File: config.mk
export PLATFORM = sky130hd
export DESIGN_NAME = ram_port_arbiter_flat
export DESIGN_NICKNAME = d
export VERILOG_FILES = /design/src/rtl/ram_port_arbiter_pkg.sv /design/src/rtl/ram_port_arbiter_if.sv /design/src/rtl/ram_port_arbiter_pick.sv /design/src/rtl/ram_port_arbiter.sv /design/src/flat_wrapper.sv
export SDC_FILE = /design/constraint.sdc
export NUM_CORES = 1
export LEC_CHECK = 0
export BUFFER_PORTS_ARGS = -buffer_cell sky130_fd_sc_hd__buf_4
export CAP_MARGIN = 0
export CORE_AREA = 2 2 102 104
export DETAILED_ROUTE_END_ITERATION = 16
export DIE_AREA = 0 0 104 106
export PLACE_DENSITY = 0.77
export SLEW_MARGIN = 10
export SYNTH_ARGS = -nofsm -noshare
export SYNTH_HDL_FRONTEND = slang
export SYNTH_SLANG_ARGS = --single-unit
File: constraint.sdc
create_clock -name i_clk -period 2 [get_ports i_clk]
set_clock_uncertainty 0.15 [all_clocks]
set_input_delay 0.1 -clock i_clk [delete_from_list [all_inputs] [get_ports i_clk]]
set_output_delay 0.1 -clock i_clk [all_outputs]
set_load 0.03 [all_outputs]
File: src/rtl/ram_port_arbiter_pkg.sv
// Shared types and width defaults for the RAM port arbiter (ram_port_arbiter).
package mem_arb_pkg;

  localparam int DEF_ADDR_W = 16;
  localparam int DEF_DATA_W = 32;

  typedef enum logic {
    REQ_F = 1'b0,
    REQ_D = 1'b1
  } req_id_t;

  typedef enum logic [1:0] {
    IDLE   = 2'd0,
    ACCESS = 2'd1,
    WAIT   = 2'd2,
    RESP   = 2'd3
  } arb_state_t;

  function automatic logic [1:0] onehot_id(input req_id_t id);
    onehot_id = (id == REQ_D) ? 2'b10 : 2'b01;
  endfunction

endpackage

File: src/rtl/ram_port_arbiter_if.sv
// Requester and RAM-side signals of the RAM port arbiter; slave = arbiter side.
interface ram_port_arbiter_if #(
  parameter int ADDR_W = mem_arb_pkg::DEF_ADDR_W,
  parameter int DATA_W = mem_arb_pkg::DEF_DATA_W
);

  logic              i_f_req;
  logic [ADDR_W-1:0] i_f_addr;
  logic              o_f_gnt;
  logic              o_f_ack;
  logic [DATA_W-1:0] o_f_rdata;

  logic              i_d_req;
  logic              i_d_we;
  logic [ADDR_W-1:0] i_d_addr;
  logic [DATA_W-1:0] i_d_wdata;
  logic              o_d_gnt;
  logic              o_d_ack;
  logic [DATA_W-1:0] o_d_rdata;

  logic              o_ram_en;
  logic              o_ram_we;
  logic [ADDR_W-1:0] o_ram_addr;
  logic [DATA_W-1:0] o_ram_wdata;
  logic [DATA_W-1:0] i_ram_rdata;

  logic              o_busy;

  modport slave (
    input  i_f_req, i_f_addr, i_d_req, i_d_we, i_d_addr, i_d_wdata, i_ram_rdata,
    output o_f_gnt, o_f_ack, o_f_rdata, o_d_gnt, o_d_ack, o_d_rdata,
    output o_ram_en, o_ram_we, o_ram_addr, o_ram_wdata, o_busy
  );

  modport master (
    output i_f_req, i_f_addr, i_d_req, i_d_we, i_d_addr, i_d_wdata, i_ram_rdata,
    input  o_f_gnt, o_f_ack, o_f_rdata, o_d_gnt, o_d_ack, o_d_rdata,
    input  o_ram_en, o_ram_we, o_ram_addr, o_ram_wdata, o_busy
  );

endinterface

File: src/rtl/ram_port_arbiter_pick.sv
// Combinational two-way grant picker. RR_ARB_EN selects round-robin,
// otherwise D has fixed priority over F.
module arb_pick
  import mem_arb_pkg::*;
(
  input  logic       req_f,
  input  logic       req_d,
`ifdef RR_ARB_EN
  input  req_id_t    last_id,
`endif
  input  logic       en,
  output logic [1:0] gnt
);

  // One-hot grant, only when enabled and the matching request is high
  always_comb begin
    gnt = 2'b00;
    if (en) begin
      if (req_f && req_d) begin
`ifdef RR_ARB_EN
        gnt = (last_id == REQ_D) ? onehot_id(REQ_F) : onehot_id(REQ_D);
`else
        gnt = onehot_id(REQ_D);
`endif
      end else if (req_d) begin
        gnt = onehot_id(REQ_D);
      end else if (req_f) begin
        gnt = onehot_id(REQ_F);
      end else begin
        gnt = 2'b00;
      end
    end else begin
      gnt = 2'b00;
    end
  end

endmodule

File: src/rtl/ram_port_arbiter.sv
// Shares one synchronous single-port RAM between fetch (F) and data (D) requesters.
// Define RR_ARB_EN for round-robin arbitration; default is fixed D-over-F priority.
module ram_port_arbiter
  import mem_arb_pkg::*;
#(
  parameter int ADDR_W  = DEF_ADDR_W,
  parameter int DATA_W  = DEF_DATA_W,
  parameter int RAM_LAT = 1
) (
  input logic               i_clk,
  input logic               i_reset,
  ram_port_arbiter_if.slave bus
);

  localparam int LAT_W = $clog2(RAM_LAT + 1);
  localparam logic [LAT_W-1:0] LAT_LOAD = LAT_W'(RAM_LAT - 1);

  arb_state_t        state_r;
  req_id_t           id_r;
  logic              we_r;
  logic [LAT_W-1:0]  lat_cnt_r;
  logic              ram_en_r;
  logic              ram_we_r;
  logic [ADDR_W-1:0] ram_addr_r;
  logic [DATA_W-1:0] ram_wdata_r;
  logic              f_ack_r;
  logic              d_ack_r;
  logic [DATA_W-1:0] f_rdata_r;
  logic [DATA_W-1:0] d_rdata_r;
  logic              busy_r;
`ifdef RR_ARB_EN
  req_id_t           last_r;
`endif

  logic [1:0]        gnt_s;
  logic              pick_en_s;
  req_id_t           win_s;

  // No grant is offered while reset is being applied
  assign pick_en_s = (state_r == IDLE) && !i_reset;
  assign win_s     = gnt_s[REQ_D] ? REQ_D : REQ_F;

  arb_pick u_pick (
    .req_f   (bus.i_f_req),
    .req_d   (bus.i_d_req),
`ifdef RR_ARB_EN
    .last_id (last_r),
`endif
    .en      (pick_en_s),
    .gnt     (gnt_s)
  );

  assign bus.o_f_gnt     = gnt_s[REQ_F];
  assign bus.o_d_gnt     = gnt_s[REQ_D];
  assign bus.o_f_ack     = f_ack_r;
  assign bus.o_d_ack     = d_ack_r;
  assign bus.o_f_rdata   = f_rdata_r;
  assign bus.o_d_rdata   = d_rdata_r;
  assign bus.o_ram_en    = ram_en_r;
  assign bus.o_ram_we    = ram_we_r;
  assign bus.o_ram_addr  = ram_addr_r;
  assign bus.o_ram_wdata = ram_wdata_r;
  assign bus.o_busy      = busy_r;

  // Access sequencer: outputs are set on the edge entering the state they belong to
  always_ff @(posedge i_clk) begin
    if (i_reset) begin
      state_r     <= IDLE;
      id_r        <= REQ_D;
      we_r        <= 1'b0;
      lat_cnt_r   <= {LAT_W{1'b0}};
      ram_en_r    <= 1'b0;
      ram_we_r    <= 1'b0;
      ram_addr_r  <= {ADDR_W{1'b0}};
      ram_wdata_r <= {DATA_W{1'b0}};
      f_ack_r     <= 1'b0;
      d_ack_r     <= 1'b0;
      f_rdata_r   <= {DATA_W{1'b0}};
      d_rdata_r   <= {DATA_W{1'b0}};
      busy_r      <= 1'b0;
`ifdef RR_ARB_EN
      last_r      <= REQ_D;
`endif
    end else begin
      ram_en_r <= 1'b0;
      ram_we_r <= 1'b0;
      f_ack_r  <= 1'b0;
      d_ack_r  <= 1'b0;
      case (state_r)
        IDLE: begin
          if (|gnt_s) begin
            state_r  <= ACCESS;
            busy_r   <= 1'b1;
            ram_en_r <= 1'b1;
            id_r     <= win_s;
`ifdef RR_ARB_EN
            last_r   <= win_s;
`endif
            if (win_s == REQ_D) begin
              we_r        <= bus.i_d_we;
              ram_we_r    <= bus.i_d_we;
              ram_addr_r  <= bus.i_d_addr;
              ram_wdata_r <= bus.i_d_wdata;
            end else begin
              we_r        <= 1'b0;
              ram_we_r    <= 1'b0;
              ram_addr_r  <= bus.i_f_addr;
              ram_wdata_r <= {DATA_W{1'b0}};
            end
          end else begin
            busy_r <= 1'b0;
          end
        end
        ACCESS: begin
          state_r   <= WAIT;
          lat_cnt_r <= LAT_LOAD;
        end
        WAIT: begin
          if (lat_cnt_r == {LAT_W{1'b0}}) begin
            state_r <= RESP;
            f_ack_r <= (id_r == REQ_F);
            d_ack_r <= (id_r == REQ_D);
            // Read data is valid on the last WAIT cycle; writes leave rdata alone
            if (!we_r) begin
              if (id_r == REQ_D) begin
                d_rdata_r <= bus.i_ram_rdata;
              end else begin
                f_rdata_r <= bus.i_ram_rdata;
              end
            end
          end else begin
            lat_cnt_r <= lat_cnt_r - {{(LAT_W-1){1'b0}}, 1'b1};
          end
        end
        RESP: begin
          state_r <= IDLE;
          busy_r  <= 1'b0;
        end
        default: begin
          state_r <= IDLE;
          busy_r  <= 1'b0;
        end
      endcase
    end
  end

endmodule

File: src/flat_wrapper.sv
// flat-port wrapper written by rule: the top's interface ports become plain ports
module ram_port_arbiter_flat import mem_arb_pkg::*;
#(
  parameter int ADDR_W  = DEF_ADDR_W,
  parameter int DATA_W  = DEF_DATA_W,
  parameter int RAM_LAT = 1
)
  (i_clk, i_reset, bus_i_f_req, bus_i_f_addr, bus_i_d_req, bus_i_d_we, bus_i_d_addr, bus_i_d_wdata, bus_i_ram_rdata, bus_o_f_gnt, bus_o_f_ack, bus_o_f_rdata, bus_o_d_gnt, bus_o_d_ack, bus_o_d_rdata, bus_o_ram_en, bus_o_ram_we, bus_o_ram_addr, bus_o_ram_wdata, bus_o_busy);
  ram_port_arbiter_if #(.ADDR_W(ADDR_W), .DATA_W(DATA_W)) bus_i ();
  input logic i_clk;
  input logic i_reset;
  input wire logic [$bits(bus_i.i_f_req)-1:0] bus_i_f_req;
  input wire logic [$bits(bus_i.i_f_addr)-1:0] bus_i_f_addr;
  input wire logic [$bits(bus_i.i_d_req)-1:0] bus_i_d_req;
  input wire logic [$bits(bus_i.i_d_we)-1:0] bus_i_d_we;
  input wire logic [$bits(bus_i.i_d_addr)-1:0] bus_i_d_addr;
  input wire logic [$bits(bus_i.i_d_wdata)-1:0] bus_i_d_wdata;
  input wire logic [$bits(bus_i.i_ram_rdata)-1:0] bus_i_ram_rdata;
  output wire logic [$bits(bus_i.o_f_gnt)-1:0] bus_o_f_gnt;
  output wire logic [$bits(bus_i.o_f_ack)-1:0] bus_o_f_ack;
  output wire logic [$bits(bus_i.o_f_rdata)-1:0] bus_o_f_rdata;
  output wire logic [$bits(bus_i.o_d_gnt)-1:0] bus_o_d_gnt;
  output wire logic [$bits(bus_i.o_d_ack)-1:0] bus_o_d_ack;
  output wire logic [$bits(bus_i.o_d_rdata)-1:0] bus_o_d_rdata;
  output wire logic [$bits(bus_i.o_ram_en)-1:0] bus_o_ram_en;
  output wire logic [$bits(bus_i.o_ram_we)-1:0] bus_o_ram_we;
  output wire logic [$bits(bus_i.o_ram_addr)-1:0] bus_o_ram_addr;
  output wire logic [$bits(bus_i.o_ram_wdata)-1:0] bus_o_ram_wdata;
  output wire logic [$bits(bus_i.o_busy)-1:0] bus_o_busy;
  assign bus_i.i_f_req = bus_i_f_req;
  assign bus_i.i_f_addr = bus_i_f_addr;
  assign bus_i.i_d_req = bus_i_d_req;
  assign bus_i.i_d_we = bus_i_d_we;
  assign bus_i.i_d_addr = bus_i_d_addr;
  assign bus_i.i_d_wdata = bus_i_d_wdata;
  assign bus_i.i_ram_rdata = bus_i_ram_rdata;
  assign bus_o_f_gnt = bus_i.o_f_gnt;
  assign bus_o_f_ack = bus_i.o_f_ack;
  assign bus_o_f_rdata = bus_i.o_f_rdata;
  assign bus_o_d_gnt = bus_i.o_d_gnt;
  assign bus_o_d_ack = bus_i.o_d_ack;
  assign bus_o_d_rdata = bus_i.o_d_rdata;
  assign bus_o_ram_en = bus_i.o_ram_en;
  assign bus_o_ram_we = bus_i.o_ram_we;
  assign bus_o_ram_addr = bus_i.o_ram_addr;
  assign bus_o_ram_wdata = bus_i.o_ram_wdata;
  assign bus_o_busy = bus_i.o_busy;
  ram_port_arbiter #(.ADDR_W(ADDR_W), .DATA_W(DATA_W), .RAM_LAT(RAM_LAT)) u_core (.i_clk(i_clk), .i_reset(i_reset), .bus(bus_i));
endmodule
== After elaboration in Yosys (flattened, before gate mapping) ==
Index checks and enable logic that the tools add are counted.

* Flip-flop bits (word level): 122
* Bits of input ports: 101
* Output and inout port bits: 119
* Word-level logic and storage cells: 54

* Add/sub/neg operators: 1
* Equal/unequal tests: 5
* Mux-type cells: 15
* Bitwise logic cells: 6
* Reductions and logical operators: 14

{| class="wikitable"
|+ Operator list
! kind !! count
|-
| 32-bit 2-to-1 mux || 1
|-
| 16-bit 2-to-1 mux || 1
|-
| 2-bit 2-to-1 mux || 5
|-
| 2-bit one-hot mux with 4 select lines || 1
|-
| 4-bit AND reduction || 2
|-
| 1-bit NOT || 6
|-
| 3-bit OR reduction || 2
|-
| 1-bit 2-to-1 mux || 5
|-
| 2-bit equality test (second input constant) || 2
|-
| 2-bit inequality test (second input constant) || 2
|-
| 1-bit one-hot mux with 2 select lines || 2
|-
| 2-bit AND reduction || 2
|-
| 2-bit nonzero test || 2
|-
| 2-bit OR reduction || 2
|-
| 2-bit by 1-bit equality test with 1-bit output (second input constant) || 1
|-
| 1-bit logical AND || 2
|-
| 2-bit logical NOT || 1
|-
| 1-bit logical NOT || 1
|-
| 1-bit subtractor (second input constant) || 1
|}

== Logic depth before layout (Yosys ltp) ==
* Depth after elaboration: 7
* Mapped depth: 8
* Mapped depth without buffers: 5

== Modules after synthesis ==
Synthesis repeated with hierarchy kept, for this count alone.

* Cells, all modules: 531
* Area, all modules: 4473.0 um^2

{| class="wikitable"
|+ By module, submodules not included
! module !! times used !! cells each !! area an instance (um^2) !! sequential area each (um^2)
|-
| ram_port_arbiter || 1 || 529 || 4456.8 || 2422.3
|-
| arb_pick || 1 || 2 || 16.3 || 0.0
|}

== Least setup slack after synthesis ==
OpenSTA, ideal clock, no wires.

* Kind: reg2reg
* From: register u_core.state_r[1]
* To: register u_core.ram_addr_r[10], in the netlist u_core.bus.o_ram_addr[10]
* Setup time: 0.080 ns
* Arrival time: 1.574 ns
* Data required time: 1.770 ns
* Slack: 0.196 ns
* Stages on the path, launching flop included: 9
* Buffers on the path: 3
* Period minus slack after synthesis: 1.804 ns
* Path through: dfxtp_1 -> inv_1 -> ha_1 -> and3b_1 -> buf_6 -> or2_1 -> buf_6 -> buf_6 -> a211oi_2

* Longest elaborated chain between the ends: 5
* Elaborated cells on any way between the ends: 7
* Classes of those cells: mux (3); reduce/logical (4)

{| class="wikitable"
|+ RTL lines
! what !! RTL line !! source
|-
| start: declaration || ram_port_arbiter.sv:18 || <nowiki>arb_state_t state_r;</nowiki>
|-
| start signal: assignment || ram_port_arbiter.sv:68 || <nowiki>state_r <= IDLE;</nowiki>
|-
| start signal: assignment || ram_port_arbiter.sv:92 || <nowiki>state_r <= ACCESS;</nowiki>
|-
| start signal: assignment || ram_port_arbiter.sv:115 || <nowiki>state_r <= WAIT;</nowiki>
|-
| 2-bit logical NOT * || ram_port_arbiter.sv:40, ram_port_arbiter.sv:89 ||
|-
| 1-bit logical AND || ram_port_arbiter.sv:40 || <nowiki>assign pick_en_s = (state_r == IDLE) && !i_reset;</nowiki>
|-
| 2-bit 2-to-1 mux || ram_port_arbiter_pick.sv:18 || <nowiki>if (en) begin</nowiki>
|-
| 1-bit 2-to-1 mux or 2-bit OR reduction (tied branches) || ram_port_arbiter.sv:41, ram_port_arbiter.sv:91 ||
|-
| 16-bit 2-to-1 mux or 2-bit AND reduction (tied branches) || - ||
|-
| end signal: assignment || ram_port_arbiter.sv:74 || <nowiki>ram_addr_r <= {ADDR_W{1'b0}};</nowiki>
|-
| end signal: assignment || ram_port_arbiter.sv:102 || <nowiki>ram_addr_r <= bus.i_d_addr;</nowiki>
|-
| end signal: assignment || ram_port_arbiter.sv:107 || <nowiki>ram_addr_r <= bus.i_f_addr;</nowiki>
|-
| end: declaration || ram_port_arbiter.sv:24 || <nowiki>logic [ADDR_W-1:0] ram_addr_r;</nowiki>
|}

Mark *: on every way between the ends. The rest lies on a longest branch, timed or not.
A chain may end at the register's enable or synchronous reset.

== Worst setup path in the final report ==
* From: input bus_i_f_req
* To: register u_core.state_r[0]

* Longest elaborated chain between the ends: 7
* Elaborated cells on any way between the ends: 8
* Classes of those cells: eq/ne (1); mux (4); reduce/logical (3)

{| class="wikitable"
|+ RTL lines
! what !! RTL line !! source
|-
| start: declaration || flat_wrapper.sv:12 || <nowiki>input wire logic [$bits(bus_i.i_f_req)-1:0] bus_i_f_req;</nowiki>
|-
| 1-bit 2-to-1 mux || ram_port_arbiter_pick.sv:27 || <nowiki>end else if (req_f) begin</nowiki>
|-
| 2-bit 2-to-1 mux || ram_port_arbiter_pick.sv:25 || <nowiki>end else if (req_d) begin</nowiki>
|-
| 2-bit 2-to-1 mux * || ram_port_arbiter_pick.sv:19 || <nowiki>if (req_f && req_d) begin</nowiki>
|-
| 2-bit 2-to-1 mux * || ram_port_arbiter_pick.sv:18 ||
|-
| 2-bit OR reduction * || ram_port_arbiter.sv:91 || <nowiki>if (|gnt_s) begin</nowiki>
|-
| 2-bit inequality test (no source line) * || - ||
|-
| 2-bit AND reduction (no source line) * || - ||
|-
| end signal: assignment || ram_port_arbiter.sv:92 ||
|-
| end signal: assignment || ram_port_arbiter.sv:115 ||
|-
| end signal: assignment || ram_port_arbiter.sv:120 || <nowiki>state_r <= RESP;</nowiki>
|}

Marks and branches as above.

==> impl_metrics.tcl <==
set metrics [dict create \
    antenna_found_initial 1 \
    finalHoldViolCount 0 \
    avgSynthCellArea_um2 9.32 \
    power.net_switching_mw 2.77 \
    synth_seq_cells 121 \
    fin_ws_ns 0.0483 \
    p_int_mw 6.01 \
    leakage_nw 3.42 \
    r2r_cells 6 \
    dr_wl_met2_mm 7.59 \
    crit_type "primary input to register" \
    overflow 0 \
    r2r_end "u_core.state_r[1]" \
    top_layer "met4" \
    grt_pass1_wl_mm 23.3 \
    placementRows 37 \
    root_buffer "clkbuf_8" \
    whs_ns 0.0862 \
    dpl_worst_slack_ns -0.0668 \
    fmax_ghz 0.512 \
    clock-sinks 121 \
    netlist_area_mm2 0.00433 \
    p_seq_share_pct 34.0 \
    report.final.setup_viol 0 \
    core_area_mm2 0.0100 \
    drv_cap 0 \
    startpoint_type "primary input" \
    power.share.clock_pct 35.1 \
    power_density_mw_per_mm2 1120 \
    wl_met1_mm 5.95 \
    layout_commonest_cell "buf_4" \
    via_per_inst 4.97 \
    totalPowerFinal_mw 8.77 \
    io_buffers 219 \
    drc 0 \
    run_status "completed" \
    wl_met3_mm 1.10 \
    grt_max_degree 84 \
    grt_pass1_vias 4605 \
    drt_iter0_markers 180 \
    final_nets 886 \
    critPathMaxFanout 2 \
    comb_power_share_pct 31.0 \
    numPlacedInstances 792 \
    min-delay-start "bus_i_d_req" \
    fin_crit_sh_pct 97.6 \
    drv_slew 0 \
    fin_area_mm2 0.00781 \
    dpl_cell_area_mm2 0.00608 \
    wl_per_cell_um 16.0 \
    fp.dieH_um 106 \
    drt.antenna.violating_nets 0 \
    yosys_warnings 0 \
    crit_end "u_core.state_r[0]" \
    finalSetupTns_ns 0 \
    cts_buffers 17 \
    worstPathRequired_ns 2.27 \
    slew_headroom_pct 43.1 \
    finalCriticalPeriod_ns 1.95 \
    vias 4626 \
    ir_drop_mv 0.599 \
    r2r-start "u_core.state_r[1]" \
    clk_path_buf_depth 2 \
    gp_congestion 0.795 \
    routed_wl_mm 14.9 \
    crit_start "bus_i_f_req" \
    ys_seq_area_share_pct 55.9 \
    grt_setup_unrepaired "no" \
    htreeDepth 4 \
    final_layout_size_suffix_gt1_share_pct 35.6 \
    start_util_pct 43.3 \
    synth_cells 465 \
    reg2reg_slack_ns 0.11 \
    p_sw_share_pct 31.5 \
    hold_class "primary input to register" \
    fin_util_pct 78.1 \
    dp_hpwl_mm 8.47 \
    end_kind "register" \
    tritoncts "done" \
    area_delta_synth_final_pct 80.3 \
    mostFrequentLayoutCells "buf_4, nand2_1, dfxtp_1" \
    clkLatencyLatePin_ns 0.51 \
    first_pass_iters 4 \
    crit_arrival_ns 2.22 \
    synth_cell_types 31 \
    die_w_um 104 \
    tightest_slew_ns 0.853 \
    grt_usage_pct 26.6 \
    io_pins 220 \
    dieArea_mm2 0.0110 \
    synthesis.nets 570 \
    layout.cells.non_filler 931 \
    clkTransAtPathRegs_ns 0.06 \
]
==> per-layer routing <==
metal	global-route usage [%]	vias up
met3	7.85	16
met4	11.7	0
met5	0	-
li1	-	2220
met1	31.0	2185
met2	45.4	205
==> power by group through the flow <==
stage               logic (mW)  clock network [mW]  registers (mW)
floorplan                0.882                   0            3.58
global placement          2.32                   0            2.99
detailed placement        2.37                   0            3.00
CTS                       2.67                3.12            2.96
global route              2.87                3.24            3.01
finish                    2.72                3.08            2.98
==> cells by family (layout without fill, tap and decap cells) <==
family / after synthesis / count (layout) / share of synthesized area (%)
buf+inv: 41 / 370 / 4.56
other cells: 0 / 1 / 0
compound gates: 118 / 118 / 18.3
mux: 16 / 16 / 3.70
simple gates: 165 / 165 / 16.3
fa+ha+maj: 4 / 4 / 1.16
flops: 121 / 121 / 55.9
==> area by class of cell <==
type,count,area [µm²]
clock inverter,7,113
timing repair buffer,336,2870
tap,136,170
sequential,121,2420
multi-input combinational,303,1730
antenna,1,2.50
fill,635,2190
clock buffer,25,494
inverter,2,7.51
==> worst max-delay path, stage by stage <==
cell and delay, ns:
dlygate4sd3_1 0.54, buf_4 0.14, or2_2 0.28, dlygate4sd3_1 0.56, or4b_1 0.51, o31ai_1 0.08
==> how the worst min path moves through the flow <==
stage	endpoint	slack (ns)	cells past startpoint
floorplan	u_core.bus.o_ram_wdata[0]	0.08	1
global placement	u_core.bus.o_ram_wdata[22]	0.17	2
detailed placement	u_core.bus.o_ram_wdata[19]	0.17	2
CTS	u_core.id_r	0.04	4
global route	u_core.id_r	0.08	4
finish	u_core.bus.o_busy	0.09	4
==> flip-flops by register name, indices dropped and copies added (netlist names) <==
register and cells:
u_core.bus.o_busy 1, u_core.we_r 1, u_core.bus.o_f_ack 1, u_core.bus.o_d_ack 1, u_core.state_r 2, u_core.bus.o_ram_wdata 32
u_core.id_r 1, u_core.bus.o_ram_addr 16, u_core.bus.o_ram_we 1, u_core.bus.o_ram_en 1, u_core.bus.o_f_rdata 32, u_core.bus.o_d_rdata 32
==> synthesized netlist by cell type (all sizes together) <==
cell	n	area [µm²]
a211oi	15	148
a21oi	66	334
a22o	32	280
a22oi	1	7.51
and2	1	6.26
and3b	3	26.3
and4bb	1	12.5
buf	18	111
clkbuf	21	78.8
dfxtp	121	2420
ha	4	50.1
inv	2	7.51
mux2i	16	160
nand2	129	484
nand2b	4	25.0
nand3b	1	7.51
nor2	3	11.3
nor3	16	80.1
nor3b	3	22.5
o21ai	2	10.0
o21bai	1	7.51
o31ai	1	7.51
or2	2	12.5
or3b	1	8.76
or4b	1	10.0
==> timing repair <==
action / in CTS / in global routing
resized for setup: 6 / 2
hold buffers: 100 / 0
hold endpoints to repair: 118 / 0
setup endpoints to repair: 19 / 19
gates cloned: 2 / 0
pin swaps: 3 / 0
buffers inserted: 3 / 1
No activity file was read; power rests on OpenSTA's default activity.
